## src/rtl/letter_scan_display.sv

```systemverilog
// Four-digit letter display: captures day-letter codes, swaps them in only at scan-frame
// boundaries, decodes to 7-segment glyphs and multiplexes them onto a common-anode display.
module letter_scan_display #(
  parameter int unsigned SCAN_DIV     = 50000,
  parameter int unsigned BLINK_FRAMES = 128
) (
  input  logic       clk,
  input  logic       reset,
  input  logic       load,
  input  logic [3:0] letter0,
  input  logic [3:0] letter1,
  input  logic [3:0] letter2,
  input  logic [3:0] letter3,
  input  logic       blink_en,
  input  logic [1:0] blink_sel,
  output logic       load_ack,
  output logic [3:0] an,
  output logic [6:0] seg
);

  localparam int unsigned PresW = $clog2(SCAN_DIV);
  localparam int unsigned FrmW  = (BLINK_FRAMES > 1) ? $clog2(BLINK_FRAMES) : 1;
  localparam logic [PresW-1:0] PresMax = PresW'(SCAN_DIV - 1);
  localparam logic [FrmW-1:0]  FrmMax  = FrmW'(BLINK_FRAMES - 1);

  logic [PresW-1:0] presc_q, presc_d;
  logic [1:0]       idx_q, idx_d;
  logic [FrmW-1:0]  frame_cnt_q, frame_cnt_d;
  logic             phase_q, phase_d;
  logic [3:0][3:0]  active_q, active_d;
  logic [3:0][3:0]  pend_q, pend_d;
  logic             pvalid_q, pvalid_d;
  logic             ack_q, ack_d;
  logic [3:0]       an_q, an_d;
  logic [6:0]       seg_q, seg_d;
  logic             tick, frame_end, blank;

  // Active-high gfedcba glyph for each letter code.
  function automatic logic [6:0] glyph(input logic [3:0] code);
    logic [6:0] g;
    case (code)
      4'd0:    g = 7'b0000000;
      4'd1:    g = 7'b1110111;
      4'd2:    g = 7'b1011110;
      4'd3:    g = 7'b1111001;
      4'd4:    g = 7'b1110001;
      4'd5:    g = 7'b1110110;
      4'd6:    g = 7'b0000110;
      4'd7:    g = 7'b1010100;
      4'd8:    g = 7'b0111111;
      4'd9:    g = 7'b1110011;
      4'd10:   g = 7'b1010000;
      4'd11:   g = 7'b1101101;
      4'd12:   g = 7'b1111000;
      4'd13:   g = 7'b0111110;
      default: g = 7'b1000000;
    endcase
    return g;
  endfunction

  assign tick      = (presc_q == PresMax);
  assign frame_end = tick && (idx_q == 2'd3);

  always_comb begin
    presc_d     = tick ? '0 : presc_q + 1'b1;
    idx_d       = tick ? idx_q + 2'd1 : idx_q;
    frame_cnt_d = frame_cnt_q;
    phase_d     = phase_q;
    active_d    = active_q;
    pend_d      = pend_q;
    pvalid_d    = pvalid_q;
    ack_d       = 1'b0;

    if (frame_end) begin
      if (frame_cnt_q == FrmMax) begin
        frame_cnt_d = '0;
        phase_d     = ~phase_q;
      end else begin
        frame_cnt_d = frame_cnt_q + 1'b1;
      end
    end

    if (frame_end && pvalid_q) begin
      active_d = pend_q;
      pvalid_d = 1'b0;
      ack_d    = 1'b1;
    end
    // A load on the swap cycle is applied after the swap, so it waits for the next frame.
    if (load) begin
      pend_d   = {letter3, letter2, letter1, letter0};
      pvalid_d = 1'b1;
    end

    blank = blink_en && phase_q && (idx_q == blink_sel);
    an_d  = ~(4'b1000 >> idx_q);
    seg_d = blank ? 7'h7F : ~glyph(active_q[idx_q]);
  end

  always_ff @(posedge clk or posedge reset) begin
    if (reset) begin
      presc_q     <= '0;
      idx_q       <= 2'd0;
      frame_cnt_q <= '0;
      phase_q     <= 1'b0;
      active_q    <= '0;
      pend_q      <= '0;
      pvalid_q    <= 1'b0;
      ack_q       <= 1'b0;
      an_q        <= 4'b1111;
      seg_q       <= 7'h7F;
    end else begin
      presc_q     <= presc_d;
      idx_q       <= idx_d;
      frame_cnt_q <= frame_cnt_d;
      phase_q     <= phase_d;
      active_q    <= active_d;
      pend_q      <= pend_d;
      pvalid_q    <= pvalid_d;
      ack_q       <= ack_d;
      an_q        <= an_d;
      seg_q       <= seg_d;
    end
  end

  assign load_ack = ack_q;
  assign an       = an_q;
  assign seg      = seg_q;

endmodule

```

## config.mk

```make
export PLATFORM = sky130hd
export DESIGN_NAME = letter_scan_display
export DESIGN_NICKNAME = d
export VERILOG_FILES = /design/src/rtl/letter_scan_display.sv
export SDC_FILE = /design/constraint.sdc
export NUM_CORES = 1
export LEC_CHECK = 0
export CORE_MARGIN = 4
export CORE_UTILIZATION = 44
export CTS_CLUSTER_SIZE = 30
export DETAILED_ROUTE_END_ITERATION = 8
export REMOVE_ABC_BUFFERS = 1
export SLEW_MARGIN = 10
export SYNTH_ARGS = -nofsm -noshare
export SYNTH_HDL_FRONTEND = slang
export SYNTH_SLANG_ARGS = --single-unit
```

## constraint.sdc

```tcl
create_clock -name clk -period 3.3 [get_ports clk]
set_input_delay 0.66 -clock clk [delete_from_list [all_inputs] [get_ports clk]]
set_output_delay 0.66 -clock clk [all_outputs]
set_load 0.01 [all_outputs]
```

==> results.cfg, run 1 <==
[synth]
synth_top_area_share = 0.451
synth_top_cell_by_area = dfrtp_1
synth_edf_count = 0
synth_most_common_cell = dfrtp_1
synth-seq-cells = 71
synth_area_leaders = dfrtp_1 (45%), dfstp_2 (8.7%), mux2_2 (8.5%), ha_1 (4.5%), mux2_4 (4.1%)
async_flop_share = 1.00
seq_area_frac_synth = 0.538
synthFlopType = dfrtp_1
yosysUniqueCellTypes = 42
syn-cell-area_mm2 = 0.00333
synthCells = 259
synth_common_cells = dfrtp_1 (60), mux2_2 (25), nand2_1 (18), nor2_1 (14)
synth_warnings = 0
syn_area_per_cell_um2 = 12.8

[power]
p_sw_mw = 0.388
seqPwrFrac = 0.513
p_leak_nw = 1.74
p_per_area_mw_per_mm2 = 443
vdd_ir_drop_max_uv = 216
p_int_mw = 1.37
swShare = 0.221
p_clk_frac = 0.446
pwr-share-comb = 0.041

[detailed_routing]
firstDrtPassIters = 4
antenna_left = 0
routedWlPerCell_um = 14.4
drt-initial-drc-count = 88
wl_met3_um = 219
wl_um = 5740
top_layer = met4
avgViaCountPerCell = 5.01
wl_met2_um = 2480
route.layer.met1.wl_um = 2900
drc_errors = 0
via_count = 1995

[min_path]
hold_class = reg2reg

[grt]
first_global_vias = 1944
grt-ovfl-total = 0
grt_max_degree = 72
grt_pass1_wl_um = 9880
grt_use_total = 0.144
grt_antenna_before_repair = 0

[cts]
post-cts-setup-buffer-count = 0
cts_resized = 0
cts_tree = done
htreeDepth = 3
clk_latency_ns = 0.35
clockRootBuffer = clkbuf_8
postCtsHoldBufs = 0
clk_pin_slew_ns = 0.08
cts_sinks = 71
clockBufferDepth = 2
cts_made_buffers = 9

[worst_setup_path]
critPathMaxFanout = 8
cp.arrival_ns = 2.39
worst_setup_path_start_kind = flip-flop
criticalPathCategory = reg2reg
required_ns = 3.58
crit_path_end_kind = flip-flop

[die]
die_h_um = 95.0
die_area_mm2 = 0.00902
core-area_mm2 = 0.00729
initial_core_util = 0.456
io_pins = 34
die_width_um = 95.0
placementRows = 31

[timing]
hold_viol_final = 0
timing.fmax_mhz = 475
fin_skew_ns = 0.00798
rsz0062_at_grt = no
setup_ws_ns = 1.20
maxSlewViolCount = 0
setup_viol = 0
worst_slew_pin_slew_ns = 0.789
slew_headroom = 0.472
timing.final.crit_share = 0.638
fin_crit_ns = 2.10
setup_tns_ns = 0

[final_layout]
syn_to_final_growth_pct = 19.0
nNetsFinal = 328
fillerInstances = 670
drive_above_1_share = 0.241
utilization = 0.543
antenna_cells = 0

[place]
port-buffer-count = 33
gp_congestion = 0.843
dp_hpwl_um = 3880
place_ws_ns = 1.07

[outcome]
status = complete, no violations

[job]
cap_violations = 0
[critical path, cell delays in order (launching register included)]
cell and delay (ns):
dfrtp_1 0.59, mux4_2 0.66, inv_1 0.18, ha_1 0.21, mux2i_1 0.07, mux2_2 0.26
nand2_1 0.06
[layout by cell type (no fill, tap or decap), types with 2 or more instances in the layout]
cell             synthesis  layout
and3_1                   4       4
bufinv_16                0       2
clkdlybuf4s50_1          0      33
a21oi_1                  4       4
nand4_1                  8       8
inv_6                    0       3
dfrtp_1                 60      60
nand2b_1                 3       3
o21ai_0                  9       9
clkbuf_8                 0       9
mux2i_1                  6       6
and4_1                   3       3
mux2_4                   9       9
mux2_2                  25      25
nand3_1                 10      10
xnor2_1                 10      10
dfstp_2                 11      11
mux4_2                   4       4
xor2_1                   8       8
nand2_1                 18      18
nor4b_4                  2       2
nor2_1                  14      14
inv_1                   12      11
clkinvlp_4               0       2
ha_1                    12      12
[per-layer routing]
metal | vias to the layer above | GRT usage
li1 | 986 | -
met1 | 962 | 0.211
met2 | 36 | 0.198
met3 | 11 | 0.0295
met4 | 0 | 0.0793
met5 | - | 0
[worst paths after layout]
| path | slack (ns) | depth (start not counted) | startpoint | endpoint |
|---|---|---|---|---|
| max | 1.20 | 6 | idx_q[0] | seg[4] |
| min | 0.48 | 1 | phase_q | phase_q |
| max reg2reg | 1.20 | 6 | idx_q[0] | seg[4] |
| min reg2reg | 0.48 | 1 | phase_q | phase_q |
| max in group asynchronous | 2.25 | 3 | reset | an[2] |
| min in group asynchronous | 0.69 | 3 | reset | frame_cnt_q[5] |
[metrics by stage]
| step | hold WS (ns) | area [um2] | power [mW] | instances |
|---|---|---|---|---|
| 2_1_floorplan | 0.440 | 3260 | 0.948 | 249 |
| 4_1_cts | 0.479 | 3960 | 1.78 | 398 |
| 3_3_place_gp | 0.467 | 3730 | 0.990 | 382 |
| 5_1_grt | 0.488 | 3960 | 1.83 | 398 |
| 3_5_place_dp | 0.465 | 3730 | 0.991 | 382 |
| 6_report | 0.479 | 3960 | 1.75 | 398 |
[power groups by stage]
stage,registers (mW),clock network (mW),logic (mW)
global placement,0.916,0,0.0735
CTS,0.900,0.806,0.0745
floorplan,0.913,0,0.0348
global route,0.903,0.844,0.0798
finish,0.899,0.782,0.0719
detailed placement,0.917,0,0.0741
[layout make-up]
cell class,instances,area [um2],area share
Sequential cell,71,1790,0.452
Inverter,12,45.0,0.0114
Clock buffer,9,124,0.0313
Timing Repair Buffer,34,350,0.0885
Tap cell,99,124,0.0313
Multi-Input combinational cell,166,1420,0.359
Clock inverter,7,101,0.0256
[cells by family (layout without fill, tap and decap cells)]
group,after synthesis,after routing,synth area share
compound gates,20,20,0.0365
fa+ha+maj,12,12,0.0451
xor+xnor,18,18,0.0474
mux,44,44,0.170
simple gates,72,72,0.128
buf+inv,22,62,0.0342
flops,71,71,0.538
[registers in the layout, summed over array words and instances, names as in the netlist]
signal / cells
idx_q: 2
load_ack: 1
active_q: 16
presc_q: 16
pend_q: 16
frame_cnt_q: 7
pvalid_q: 1
seg: 7
an: 4
phase_q: 1
No activity file was read; power rests on OpenSTA's default activity.
==> run 2: changes to the inputs <==
Clock period 3.3 ns to 2.1 ns, I/O delays scaled along.
==> run 2 against run 1 <==
Compared with the run above: flip-flop and latch count stayed put; utilization rose by 0.62 points; routed wire length grew 0.56%; worst hold slack got worse by 0.0031 ns; via count up 2.2%; largest cell class unchanged.
==> results.cfg, run 2 (synthesized netlist as in run 1, its figures left out) <==
[timing]
setup_viol = 0
timing.fmax_mhz = 509
maxSlewViolCount = 0
fin_crit_ns = 1.96
worst_slew_pin_slew_ns = 0.614
hold_viol_final = 0
rsz0062_at_grt = no
slew_headroom = 0.587
fin_skew_ns = 0.00908
timing.final.crit_share = 0.935

[worst_setup_path]
criticalPathCategory = reg2reg
critPathMaxFanout = 8
cp_cell_sequence = mux4_2, inv_1, ha_1, mux2i_1, mux2_2, nand2_1
rr_worst_depth = 6
r2r_end = seg[4]
crit_end = seg[4]
cp.arrival_ns = 2.24
r2r_slack_ns = 0.14
rr_startpoint = idx_q[0]
critPathLaunch = idx_q[0]
required_ns = 2.38
crit_path_end_kind = flip-flop
worst_setup_path_start_kind = flip-flop
critPathMaxStageDelay_ns = 0.62
slowest_stage = mux4_2

[cts]
clockBufferDepth = 2
cts_sinks = 71
clockRootBuffer = clkbuf_8
htreeDepth = 3
cts_tree = done
clk_pin_slew_ns = 0.07
postCtsHoldBufs = 0
clk_latency_ns = 0.35
cts_made_buffers = 9

[final_layout]
fin_cells = 403
fillerInstances = 644
drive_above_1_share = 0.257
antenna_cells = 0
utilization = 0.549
layout_top_registers = active_q (16), pend_q (16), presc_q (16)
syn_to_final_growth_pct = 20.3
area.sequential_mm2 = 0.00179
multi_input_area_mm2 = 0.00142
mostFrequentLayoutCells = dfrtp_1 (59), clkdlybuf4s50_1 (33), mux2_2 (25)
final_common_cell = dfrtp_1
nNetsFinal = 333

[detailed_routing]
avgViaCountPerCell = 5.06
drt-initial-drc-count = 78
wl_um = 5780
antenna_left = 0
via_count = 2039
firstDrtPassIters = 4
drc_errors = 0
routedWlPerCell_um = 14.3

[power]
p_per_area_mw_per_mm2 = 690
p_clk_frac = 0.447
seqPwrFrac = 0.512
pwr-share-comb = 0.041
vdd_ir_drop_max_uv = 346
p_leak_nw = 1.77
p_sw_mw = 0.563
p_int_mw = 2.20
swShare = 0.204

[grt]
grt_max_degree = 72
first_global_vias = 2071
use_met1 = 0.191
use_met2 = 0.216
grt_pass1_wl_um = 9850
grt-ovfl-total = 0
grt_antenna_before_repair = 0
busiest_layer = met2
grtUsageMet3 = 0.0398
grt_use_total = 0.144

[die]
placementRows = 31
die_width_um = 95.0
initial_core_util = 0.456
core-area_mm2 = 0.00729
die_area_mm2 = 0.00902
die_h_um = 95.0
io_pins = 34

[place]
dp_hpwl_um = 3940
dp_cells = 387
port-buffer-count = 33
gp_congestion = 0.807

[outcome]
status = complete, no violations

[job]
cap_violations = 0

[min_path]
hold_class = in2async
## run 2: repair_timing
action                                  4_1_cts  5_1_grt
gates resized for setup                       0        1
endpoints found under the setup margin        0        4
setup buffers                                 0        0
## run 2: per-stage QoR
stage               hold WS (ns)  worst slack [ns]  setup TNS [ns]  cell area [um2]  total power, mW
finish                     0.476             0.137               0             4000             2.76
global route               0.492            0.0155               0             4000             2.88
CTS                        0.475            0.0146               0             4000             2.81
detailed placement         0.461            0.0259               0             3770             1.56
global placement           0.462             0.109               0             3770             1.56
floorplan                  0.440           -0.0984           -5.90             3260             1.49
## run 2: worst min path at each step
stage | endpoint | slack, ns | cells after the start | startpoint
2_1_floorplan | presc_q[15] | 0.44 | 1 | presc_q[15]
3_3_place_gp | presc_q[15] | 0.46 | 1 | presc_q[15]
3_5_place_dp | phase_q | 0.46 | 1 | phase_q
4_1_cts | phase_q | 0.47 | 1 | phase_q
5_1_grt | phase_q | 0.49 | 1 | phase_q
6_report | frame_cnt_q[6] | 0.48 | 3 | reset
## run 2: area by class of cell
class,count,area share
flip-flops and latches,71,0.448
multi-input cells,166,0.355
repair buffers,39,0.0969
clock buffers,11,0.0378
well taps,99,0.0309
clock inverters,5,0.0200
inverters,12,0.0113
## run 2: power groups by stage
| stage | clock network [mW] | registers (mW) | logic (mW) |
|---|---|---|---|
| 2_1_floorplan | 0 | 1.43 | 0.0546 |
| 3_3_place_gp | 0 | 1.44 | 0.116 |
| 3_5_place_dp | 0 | 1.44 | 0.117 |
| 4_1_cts | 1.28 | 1.41 | 0.117 |
| 5_1_grt | 1.34 | 1.42 | 0.127 |
| 6_report | 1.23 | 1.41 | 0.113 |
## run 2: routing by layer
layer | up-vias | share of wire
met3 | 10 | 0.046
met2 | 39 | 0.45
met5 | - | 0
li1 | 990 | -
met1 | 1000 | 0.49
met4 | 0 | 0.020
## run 2: critical path, delay by kind of cell, from the launching register on
| family | cells | cell delay, ns |
|---|---|---|
| buffers and inverters | 1 | 0.18 |
| adders and majority gates | 1 | 0.21 |
| DFF | 1 | 0.47 |
| and+or+nand+nor | 1 | 0.07 |
| muxes | 3 | 0.95 |
==> run 3: changes to the inputs <==
Settings changed: ABC_AREA from default to 0, PLACE_DENSITY from default to 0.67.
Clock period 2.1 ns to 1.7 ns, I/O delays scaled along.
==> run 3 against run 2 <==
Compared with the run above: the run now ends with setup timing left; cell area rose by 10%; clock skew shrank 0.0018 ns; power up 22%; first-iteration DRC count up 9.0%; utilization increased by 5.7 points; die area unchanged; cell count is 10% higher; setup slack lost 0.29 ns; sequential share of layout area fell by 4.2 points; non-clock buffer count rose by 41; worst hold slack worse by 0.082 ns.
==> results.cfg, run 3 (synthesized netlist as in run 1, its figures left out) <==
[timing]
fin_skew_ns = 0.00724
setup_ws_ns = -0.149
whs_ns = 0.394
rsz0062_at_grt = yes
timing.final.crit_share = 1.09
maxSlewViolCount = 0
hold_viol_final = 0
worst_slew_pin_slew_ns = 0.370
timing.fmax_mhz = 541
slew_headroom = 0.754
setup_viol = 24
fin_crit_ns = 1.85

[final_layout]
drive_above_1_share = 0.379
layout_top_registers = active_q (16), pend_q (16), presc_q (16)
mostFrequentLayoutCells = dfrtp_1 (59), buf_4 (41), mux2_2 (24)
final_common_cell = dfrtp_1
antenna_cells = 0
nNetsFinal = 375
syn_to_final_growth_pct = 32.7
fillerInstances = 600
fin_area_mm2 = 0.00442

[die]
io_pins = 34
die_area_mm2 = 0.00902
placementRows = 31
core-area_mm2 = 0.00729
initial_core_util = 0.456
die_h_um = 95.0
die_width_um = 95.0

[worst_setup_path]
crit_path_end_kind = flip-flop
cp.arrival_ns = 2.12
worst_setup_path_start_kind = flip-flop
required_ns = 1.97
critPathLaunch = idx_q[0]
criticalPathCategory = reg2reg
critPathMaxFanout = 6
rr_startpoint = idx_q[0]

[place]
dpl_cell_area_mm2 = 0.00402
port-buffer-count = 33
dp_hpwl_um = 4420
gp_congestion = 0.795

[grt]
grt_use_total = 0.156
grt_pass1_wl_um = 10700
first_global_vias = 2237
grt-ovfl-total = 0
grt_max_degree = 72
grt_antenna_before_repair = 0

[power]
seqPwrFrac = 0.517
p_clk_frac = 0.441
p_int_mw = 2.68
p_sw_mw = 0.700
pwr-share-comb = 0.042
p_per_area_mw_per_mm2 = 766
swShare = 0.207
p_leak_nw = 1.97
vdd_ir_drop_max_uv = 370

[cts]
clockBufferDepth = 2
clk_latency_ns = 0.34
clockRootBuffer = clkbuf_8
cts_sinks = 71
clk_pin_slew_ns = 0.08
htreeDepth = 3
cts_tree = done
cts_made_buffers = 9

[detailed_routing]
avgViaCountPerCell = 5.03
drt-initial-drc-count = 85
via_count = 2239
drc_errors = 0
routedWlPerCell_um = 14.3
antenna_left = 0
firstDrtPassIters = 4
wl_um = 6360

[min_path]
hold_class = in2async

[outcome]
status = finished, violations left
violations = setup timing

[job]
cap_violations = 0
[run 3: cell count changes in the layout (fill, tap and decap cells not counted), sizes merged]
cell,delta
clkinv,+1
buf,+41
dlygate4sd2,+11
clkdlybuf4s50,-11
clkinvlp,-1
nand2,+1
[run 3: worst paths after layout]
kind,slack [ns],cells after the start,end
hold reg to reg,0.48,1,phase_q
max in group asynchronous,0.97,3,an[1]
setup reg to reg,-0.15,7,seg[6]
hold / removal,0.39,3,frame_cnt_q[6]
min in group clk,0.48,1,phase_q
setup / recovery,-0.15,7,seg[6]
[run 3: repair_timing]
item / CTS / global route
gates resized for setup: 23 / 17
setup endpoints to repair: 38 / 28
buffers inserted: 6 / 3
pin swaps: 3 / 5
hold buffers: 0 / 0
cloned: 1 / 0
[run 3: metrics by stage]
step           power (mW)  setup TNS (ns)  std cells  utilization  worst slack [ns]
6_report             3.38           -1.37        445        0.606            -0.149
3_3_place_gp         1.92           -1.64        419        0.552            -0.132
5_1_grt              3.53           -3.40        445        0.606            -0.218
3_5_place_dp         1.93           -3.29        419        0.552            -0.241
2_1_floorplan        1.84          -28.56        249            -            -0.418
4_1_cts              3.44          -0.523        442        0.591            -0.109
[run 3: critical path: stages (launching register included)]
cell and delay, ns:
dfrtp_2 0.46, mux4_2 0.48, inv_4 0.09, buf_6 0.12, ha_2 0.16, mux2_2 0.26
mux2i_1 0.14, nand2_1 0.07
[run 3: power groups by stage]
stage | clock, mW | combinational, mW | sequential, mW
finish | 1.49 | 0.143 | 1.75
global route | 1.62 | 0.160 | 1.75
CTS | 1.54 | 0.148 | 1.75
detailed placement | 0 | 0.148 | 1.78
global placement | 0 | 0.146 | 1.78
floorplan | 0 | 0.0675 | 1.77
[run 3: layer usage]
metal,track usage,vias up,part of all wire
met5,0,-,0
met3,0.0406,10,0.033
li1,-,1076,-
met2,0.241,39,0.49
met4,0.0769,0,0.021
met1,0.203,1114,0.45
[run 3: cell type report]
cell class              count  area (um2)  area share
repair buffers             80         709       0.161
clock inverters             5        81.3      0.0184
well taps                  99         124      0.0281
multi-input cells         167        1520       0.344
clock buffers              11         141      0.0320
flip-flops and latches     71        1790       0.406
inverters                  12        50.0      0.0113
